### src/rtl/uart_tx_pkg.sv
// uart_tx_pkg: shared UART constants and transmitter FSM state encoding
package uart_tx_pkg;

    localparam int CLKS_PER_BIT_DEF = 16;
    localparam int DATA_BITS        = 8;

    typedef enum logic [1:0] {
        IDLE  = 2'd0,
        START = 2'd1,
        DATA  = 2'd2,
        STOP  = 2'd3
    } tx_state_e;

endpackage

### src/rtl/uart_tx_fifo.sv
// uart_tx_fifo: small synchronous byte FIFO with registered occupancy count
module uart_tx_fifo #(
    parameter int DEPTH = 4
) (
    input  logic       clk,
    input  logic       rst_n,
    input  logic       wr,
    input  logic       rd,
    input  logic [7:0] din,
    output logic [7:0] dout,
    output logic       full,
    output logic       empty
);

    localparam int AW = $clog2(DEPTH);

    logic [7:0]  mem_q [DEPTH];
    logic [AW-1:0] wp_q, rp_q;
    logic [AW:0] cnt_q;
    logic        we, re;

    assign full  = cnt_q == (AW+1)'(DEPTH);
    assign empty = cnt_q == '0;
    assign we    = wr & ~full;
    assign re    = rd & ~empty;
    assign dout  = mem_q[rp_q];

    // pointers wrap naturally; a write while full is dropped even if a pop happens
    always_ff @(posedge clk or negedge rst_n) begin
        if (!rst_n) begin
            wp_q  <= '0;
            rp_q  <= '0;
            cnt_q <= '0;
        end else begin
            wp_q  <= wp_q + AW'(we);
            rp_q  <= rp_q + AW'(re);
            cnt_q <= cnt_q + (AW+1)'(we) - (AW+1)'(re);
        end
    end

    // storage needs no reset; entries are only read once counted in
    always_ff @(posedge clk) begin
        if (we) mem_q[wp_q] <= din;
    end

endmodule

### src/rtl/uart_tx.sv
// uart_tx: 8N1 LSB-first serial transmitter fed by a small write FIFO
module uart_tx import uart_tx_pkg::*; #(
    parameter int CLKS_PER_BIT = CLKS_PER_BIT_DEF,
    parameter int FIFO_DEPTH   = 4,
    parameter int STOP_BITS    = 1
) (
    input  logic       clk,
    input  logic       rst_n,
    input  logic [7:0] tx_data,
    input  logic       tx_wr,
    output logic       tx_full,
    output logic       txd,
    output logic       tx_busy,
    output logic       tx_done
);

    localparam int CW = $clog2(STOP_BITS * CLKS_PER_BIT);
    localparam logic [CW-1:0] BIT_LAST  = CW'(CLKS_PER_BIT - 1);
    localparam logic [CW-1:0] STOP_LAST = CW'(STOP_BITS * CLKS_PER_BIT - 1);
    localparam logic [2:0]    LAST_BIT  = 3'(DATA_BITS - 1);

    tx_state_e     state_q, state_d;
    logic [CW-1:0] cnt_q, cnt_d;
    logic [2:0]    bit_q, bit_d;
    logic [7:0]    shift_q, shift_d;
    logic          txd_q, txd_d;
    logic          pop, empty;
    logic [7:0]    fifo_dout;

    uart_tx_fifo #(.DEPTH(FIFO_DEPTH)) u_fifo (
        .clk   (clk),
        .rst_n (rst_n),
        .wr    (tx_wr),
        .rd    (pop),
        .din   (tx_data),
        .dout  (fifo_dout),
        .full  (tx_full),
        .empty (empty)
    );

    assign txd     = txd_q;
    assign tx_busy = (state_q != IDLE) | ~empty;
    assign tx_done = (state_q == STOP) & (cnt_q == STOP_LAST);

    // frame sequencing; STOP chains straight into START when more bytes wait
    always_comb begin
        state_d = state_q;
        cnt_d   = cnt_q;
        bit_d   = bit_q;
        shift_d = shift_q;
        pop     = 1'b0;
        unique case (state_q)
            IDLE: begin
                if (!empty) begin
                    pop     = 1'b1;
                    shift_d = fifo_dout;
                    cnt_d   = '0;
                    state_d = START;
                end
            end
            START: begin
                cnt_d = cnt_q + CW'(1);
                if (cnt_q == BIT_LAST) begin
                    cnt_d   = '0;
                    bit_d   = '0;
                    state_d = DATA;
                end
            end
            DATA: begin
                cnt_d = cnt_q + CW'(1);
                if (cnt_q == BIT_LAST) begin
                    cnt_d   = '0;
                    shift_d = shift_q >> 1;
                    bit_d   = bit_q + 3'd1;
                    state_d = (bit_q == LAST_BIT) ? STOP : DATA;
                end
            end
            STOP: begin
                cnt_d = cnt_q + CW'(1);
                if (cnt_q == STOP_LAST) begin
                    cnt_d   = '0;
                    pop     = ~empty;
                    shift_d = empty ? shift_q : fifo_dout;
                    state_d = empty ? IDLE : START;
                end
            end
            default: state_d = IDLE;
        endcase
        txd_d = (state_d == START) ? 1'b0 : (state_d == DATA) ? shift_d[0] : 1'b1;
    end

    // line register is loaded from the next state so txd lines up with state_q
    always_ff @(posedge clk or negedge rst_n) begin
        if (!rst_n) begin
            state_q <= IDLE;
            cnt_q   <= '0;
            bit_q   <= '0;
            shift_q <= '0;
            txd_q   <= 1'b1;
        end else begin
            state_q <= state_d;
            cnt_q   <= cnt_d;
            bit_q   <= bit_d;
            shift_q <= shift_d;
            txd_q   <= txd_d;
        end
    end

endmodule
### config.mk
export PLATFORM = sky130hd
export DESIGN_NAME = uart_tx
export DESIGN_NICKNAME = d
export VERILOG_FILES = /design/src/rtl/uart_tx_pkg.sv /design/src/rtl/uart_tx_fifo.sv /design/src/rtl/uart_tx.sv
export SDC_FILE = /design/constraint.sdc
export NUM_CORES = 1
export LEC_CHECK = 0
export ABC_AREA = 1
export CORE_MARGIN = 10
export CORE_UTILIZATION = 47
export DETAILED_ROUTE_END_ITERATION = 7
export HOLD_SLACK_MARGIN = 0.03
export PLACE_DENSITY_LB_ADDON = 0.1
export SLEW_MARGIN = 20
export SYNTH_ARGS = -nofsm -noshare
export SYNTH_HDL_FRONTEND = slang
export SYNTH_SLANG_ARGS = --single-unit
### constraint.sdc
create_clock -name clk -period 2.7 [get_ports clk]
set_clock_uncertainty 0.2 [all_clocks]
set_input_delay 0.54 -clock clk [delete_from_list [all_inputs] [get_ports clk]]
set_output_delay 0.54 -clock clk [all_outputs]
set_load 0.05 [all_outputs]
* Word level (Yosys, flattened, before mapping)
Memories as Yosys holds them, arrays and structs flattened.
Index checks and enable logic that the tools add are counted.
** Storage, ports and cells
- Bits in registers :: 25
- RAM bits :: 32
- Input port bits :: 11
- Output and inout port bits :: 4
- Logic and storage cells :: 66
- Memories :: 1
** Memories
- u_fifo.mem_q :: words 4, width 8, read ports 1, clocked after Yosys merged registers in 0, wr ports 1, RTL line uart_tx_fifo.sv:17 : logic [7:0] mem_q [DEPTH];
** Cells by class
- Add/subtract/negate cells :: 6
- Equality and inequality tests :: 12
- Multiplexer cells :: 24
- Bitwise operators :: 6
- Reduce and logical (&&, ||, !) cells :: 8
** Operators by type and width (count)
- two-way mux 8 bit :: 3
- case mux 8 bit (3 select lines) :: 1
- two-way mux 1 bit :: 8
- two-way mux 2 bit :: 4
- two-way mux 4 bit :: 2
- case mux 2 bit (4 select lines) :: 1
- case mux 4 bit (2 select lines) :: 1
- equality test 2 bit (second input constant) :: 3
- equality test 3 bit (second input constant) :: 2
- two-way mux 3 bit :: 2
- inequality test 2 bit (second input constant) :: 3
- case mux 3 bit (2 select lines) :: 1
- AND reduction 3 bit :: 2
- adder 2 x 1 -> 2 bit :: 2
- adder 4 x 1 -> 4 bit (second input constant) :: 1
- equality test 2 x 1 -> 1 bit (second input constant) :: 2
- equality test 4 bit (second input constant) :: 1
- nonzero test 2 bit :: 2
- adder 3 x 1 -> 3 bit :: 1
- adder 3 x 1 -> 3 bit (second input constant) :: 1
- AND 1 bit :: 3
- zero test 3 bit :: 1
- nonzero test 3 bit :: 1
- OR reduction 3 bit :: 1
- other kinds (6) :: 7

* Depth between registers and ports, before layout
- Depth after elaboration :: 7
- Mapped depth :: 12
- Gate-level depth less buffers :: 12

* By module
Synthesis repeated with hierarchy kept, for this count alone.
** Unflattened totals
- Cell total of the unflattened synthesis :: 278
- Area total of the unflattened synthesis :: 2768.9 µm²
** By module, submodules not included
- uart_tx_fifo :: instances 1, cells each 131, area each 1614.0 µm², seq. area each 1136.1 µm²
- uart_tx :: instances 1, cells each 147, area each 1154.9 µm², seq. area each 451.7 µm²

* Worst setup path before layout
Ideal clock, no wire load.
- Path type :: reg2reg
- Start :: reg cnt_q[0]
- End :: reg u_fifo.cnt_q[2]
- Library setup time :: 122 ps
- Data arrival time :: 2146 ps
- Required time :: 2378 ps
- Slack :: 233 ps
- Cell stages (with the launch flop) :: 12
- Buffers on the path :: 0
- Clock period less this slack :: 2467 ps
- Path through :: dfrtp_1 -> ha_1 -> nand3_4 -> nor2_4 -> nand2_2 -> nand2_2 -> nand2_4 -> xnor2_1 -> ha_1 -> inv_1 -> fa_1 -> xor2_1
** On the way
- Cells in the longest elaborated chain, start to end :: 5
** RTL lines
- start, declared :: RTL line uart_tx.sv:23 : logic [CW-1:0] cnt_q, cnt_d;
- start signal, assigned :: RTL line uart_tx.sv:102 : cnt_q <= cnt_d;
- equality test 4 bit :: RTL line uart_tx.sv:80 : if (cnt_q == STOP_LAST) begin
- two-way mux 1 bit :: RTL line uart_tx.sv:80
- case mux 1 bit (2 select lines) :: RTL line uart_tx.sv:52 : unique case (state_q)
- AND 1 bit :: RTL line uart_tx_fifo.sv:25 : assign re = rd & ~empty;
- subtractor 3 x 1 -> 3 bit :: RTL line uart_tx_fifo.sv:37 : cnt_q <= cnt_q + (AW+1)'(we) - (AW+1)'(re);
- end signal, assigned :: RTL line uart_tx_fifo.sv:37
- end, declared :: RTL line uart_tx_fifo.sv:19 : logic [AW:0] cnt_q;
Every way passes these cells.
A chain may end at the register's enable or synchronous reset.

* Worst setup path in the final report
Ends and elaborated chain as after synthesis.

==> metrics <==
outcome completed; Hold Path Class reg2reg; CTS Buffer Depth 2; post-synthesis compound-gate area fraction 9.04%; WL final 5.06 mm; Crit Path Class reg2reg; main combinational cell family by area after synthesis simple AND/OR/NAND/NOR gates; Worst setup EP type register; # clock sinks 57; Synth Net Count 293; Leakage 1.38 nW; drt pass-1 iters 5; maxcap violations 0; CTS buffer count 9; R2R cell count 11; Clk Latency, worst-skew pair 0.33 ns; Hold Buf Count CTS 0; PortBufs 14; Setup crit end u_fifo.cnt_q[2]; crit path time final 2.40 ns; synth warn 0; share of cells above drive strength 1 14.0%; CP startpoint kind register; Syn Area/Cell 10.0 µm²; CTS Root Cell clkbuf_8; first-pass GRT wire length 8.76 mm; ANT nets after route 0; critical-path cell list ha_1 > nand3_4 > nor2_4 > nand2_2 > nand2_2 > nand2_4 > xnor2_1 > ha_1 > inv_1 > fa_1 > xor2_1; Crit Path Max Fanout 8; area grow syn2layout 14.5%; Main synth FF type edfxtp_1; setup slack at placement 0.299 ns; post-route cell area 3110 µm²; R2R setup slack 0.30 ns; crit-path max cell delay 0.39 ns; core area 5540 µm²; DP HPWL 3.47 mm; Slew Viols, Final 0; Simple-Gate Fraction of Synth Area 20.6%; largest cells by area after synthesis edfxtp_1, dfrtp_1, nand2_1; vias in the first global route 1829; worst r2r src cnt_q[0]; post_cts resized 0; VDD IR max 0.000513 V; mux cell area share after synthesis 0%; Reg clk slew, reported paths 0.06 ns; Yosys cell types 33; Fin Setup TNS 0 ns; Via Count 1855; FMAX 417 MHz; Yosys reg bits 57; Synth area leader edfxtp_1; Worst EP required 2.72 ns; Tot GR Track Use 12.6%; FILL cells 518; R2R Path End u_fifo.cnt_q[2]; Worst-Margin Slew 0.562 ns; Die Ht 96.0 µm; Initial Utilization 48.9%; Finished Core Util 56.1%; Mapped Cells 271; io pins 15; fraction of registers with async set/reset 43.9%; Die W 96.0 µm; Rows 27; top cells by count, synth nand2_1, edfxtp_1, dfrtp_1, inv_1, o21ai_0; final hold vios 0; total gr overflow 0; number of flops mapped to enable cells by yosys 32; Final Setup Violations 0; final worst slack 0.304 ns; H-tree depth 3; Tcrit/Tclk final 88.7%; number of vias per cell 4.99; fraction of synthesized cell area in xor and xnor cells 1.94%; Setup Buffers After CTS 0; pin count of the biggest net entering global routing 26; CTS tree built; Placement Cell Area 2930 µm²; diodes inserted 0; most frequent cell after synthesis nand2_1; sequential share of the synthesized area 58.6%; GP Congestion 0.713; unrepaired setup endpoints after global routing false; wire per inst 13.6 µm; Post-Place Cells 356; Layout Cells excl Fill 372; Worst path slowest cell dfrtp_1; initial antenna violation count 0; mapped cell area 2710 µm²; drc violations 0; Die Area 9210 µm²; worst hold slack 0.276 ns; PwrDens 1030 nW/µm²; fin nets 317; crit path from cnt_q[0]; top-area cell type share of the netlist area 35.4%; Crit path arrival time 2.42 ns; iteration-0 DRC count of the detailed router 76; Power Total 3.20 mW; adder-cell area share of the yosys netlist 5.35%; Slew headroom 62.5%
-- worst min path at each step --
stage / start / endpoint / slack, ns / cells after the start
6_report: bit_q[0] / bit_q[0] / 0.28 / 1
5_1_grt: bit_q[0] / bit_q[0] / 0.32 / 1
4_1_cts: bit_q[0] / bit_q[0] / 0.28 / 1
3_5_place_dp: bit_q[0] / bit_q[0] / 0.27 / 1
3_3_place_gp: bit_q[0] / bit_q[0] / 0.27 / 1
2_1_floorplan: rst_n / bit_q[0] / 0.04 / 0
-- metal layers --
layer  GRT usage [%]  part of all wire (%)  vias up  routed length [µm]
met2            18.3                    45       44                2260
met4            6.02                   1.6        0                  82
li1                -                     -      948                   -
met5               0                     0        -                   0
met3            4.12                   5.5        7                 280
met1            16.5                    48      856                2440
-- registers in the layout (all words and copies together) (netlist names) --
signal,cells
bit_q,3
u_fifo.mem_q,32
u_fifo.cnt_q,3
u_fifo.rp_q,2
u_fifo.wp_q,2
shift_q,8
txd,1
cnt_q,4
state_q,2
-- logic make-up (layout without fill, tap and decap cells) --
kind of cell / Yosys count / after routing
AND/OR/NAND/NOR: 124 / 124
flip-flops: 57 / 57
AO/OA/AOI/OAI: 45 / 45
buffers and inverters: 28 / 57
adder cells (fa/ha/maj): 11 / 11
XOR/XNOR: 6 / 6
-- cell usage in the layout, fill, tap and decap left out, drive strengths merged --
cell           instances
nand2                 88
edfxtp                32
o21ai                 29
dfrtp                 24
inv                   22
nor2                  17
a21oi                 12
clkdlybuf4s50         11
nand3                 11
ha                    10
clkbuf                10
buf                    8
xor2                   5
nor3                   4
clkinvlp               3
clkinv                 3
nand4                  2
a22o                   2
or2                    2
xnor2                  1
a2bb2oi                1
a31oi                  1
fa                     1
dfstp                  1
-- report_power, final --
part	internal [mW]	switching, mW
combinational	0.402	0.731
clock	0.333	0.358
sequential	1.18	0.197
-- worst max-delay path, delay by kind of cell (launching register included) --
family / cells / cell delay (ns)
xor+xnor: 2 / 0.31
fa+ha+maj: 3 / 0.82
buf+inv: 1 / 0.04
flops: 1 / 0.39
simple gates: 5 / 0.53
-- cell type report --
type | count | area (µm²) | share of cell area (%)
inverter | 22 | 82.6 | 2.66
tap | 72 | 90.1 | 2.90
sequential | 57 | 1590 | 51.1
clock inverter | 6 | 45.0 | 1.45
multi-input combinational | 186 | 1000 | 32.3
timing repair buffer | 19 | 170 | 5.48
clock buffer | 10 | 128 | 4.11
Power figures use the tool's default switching activity.
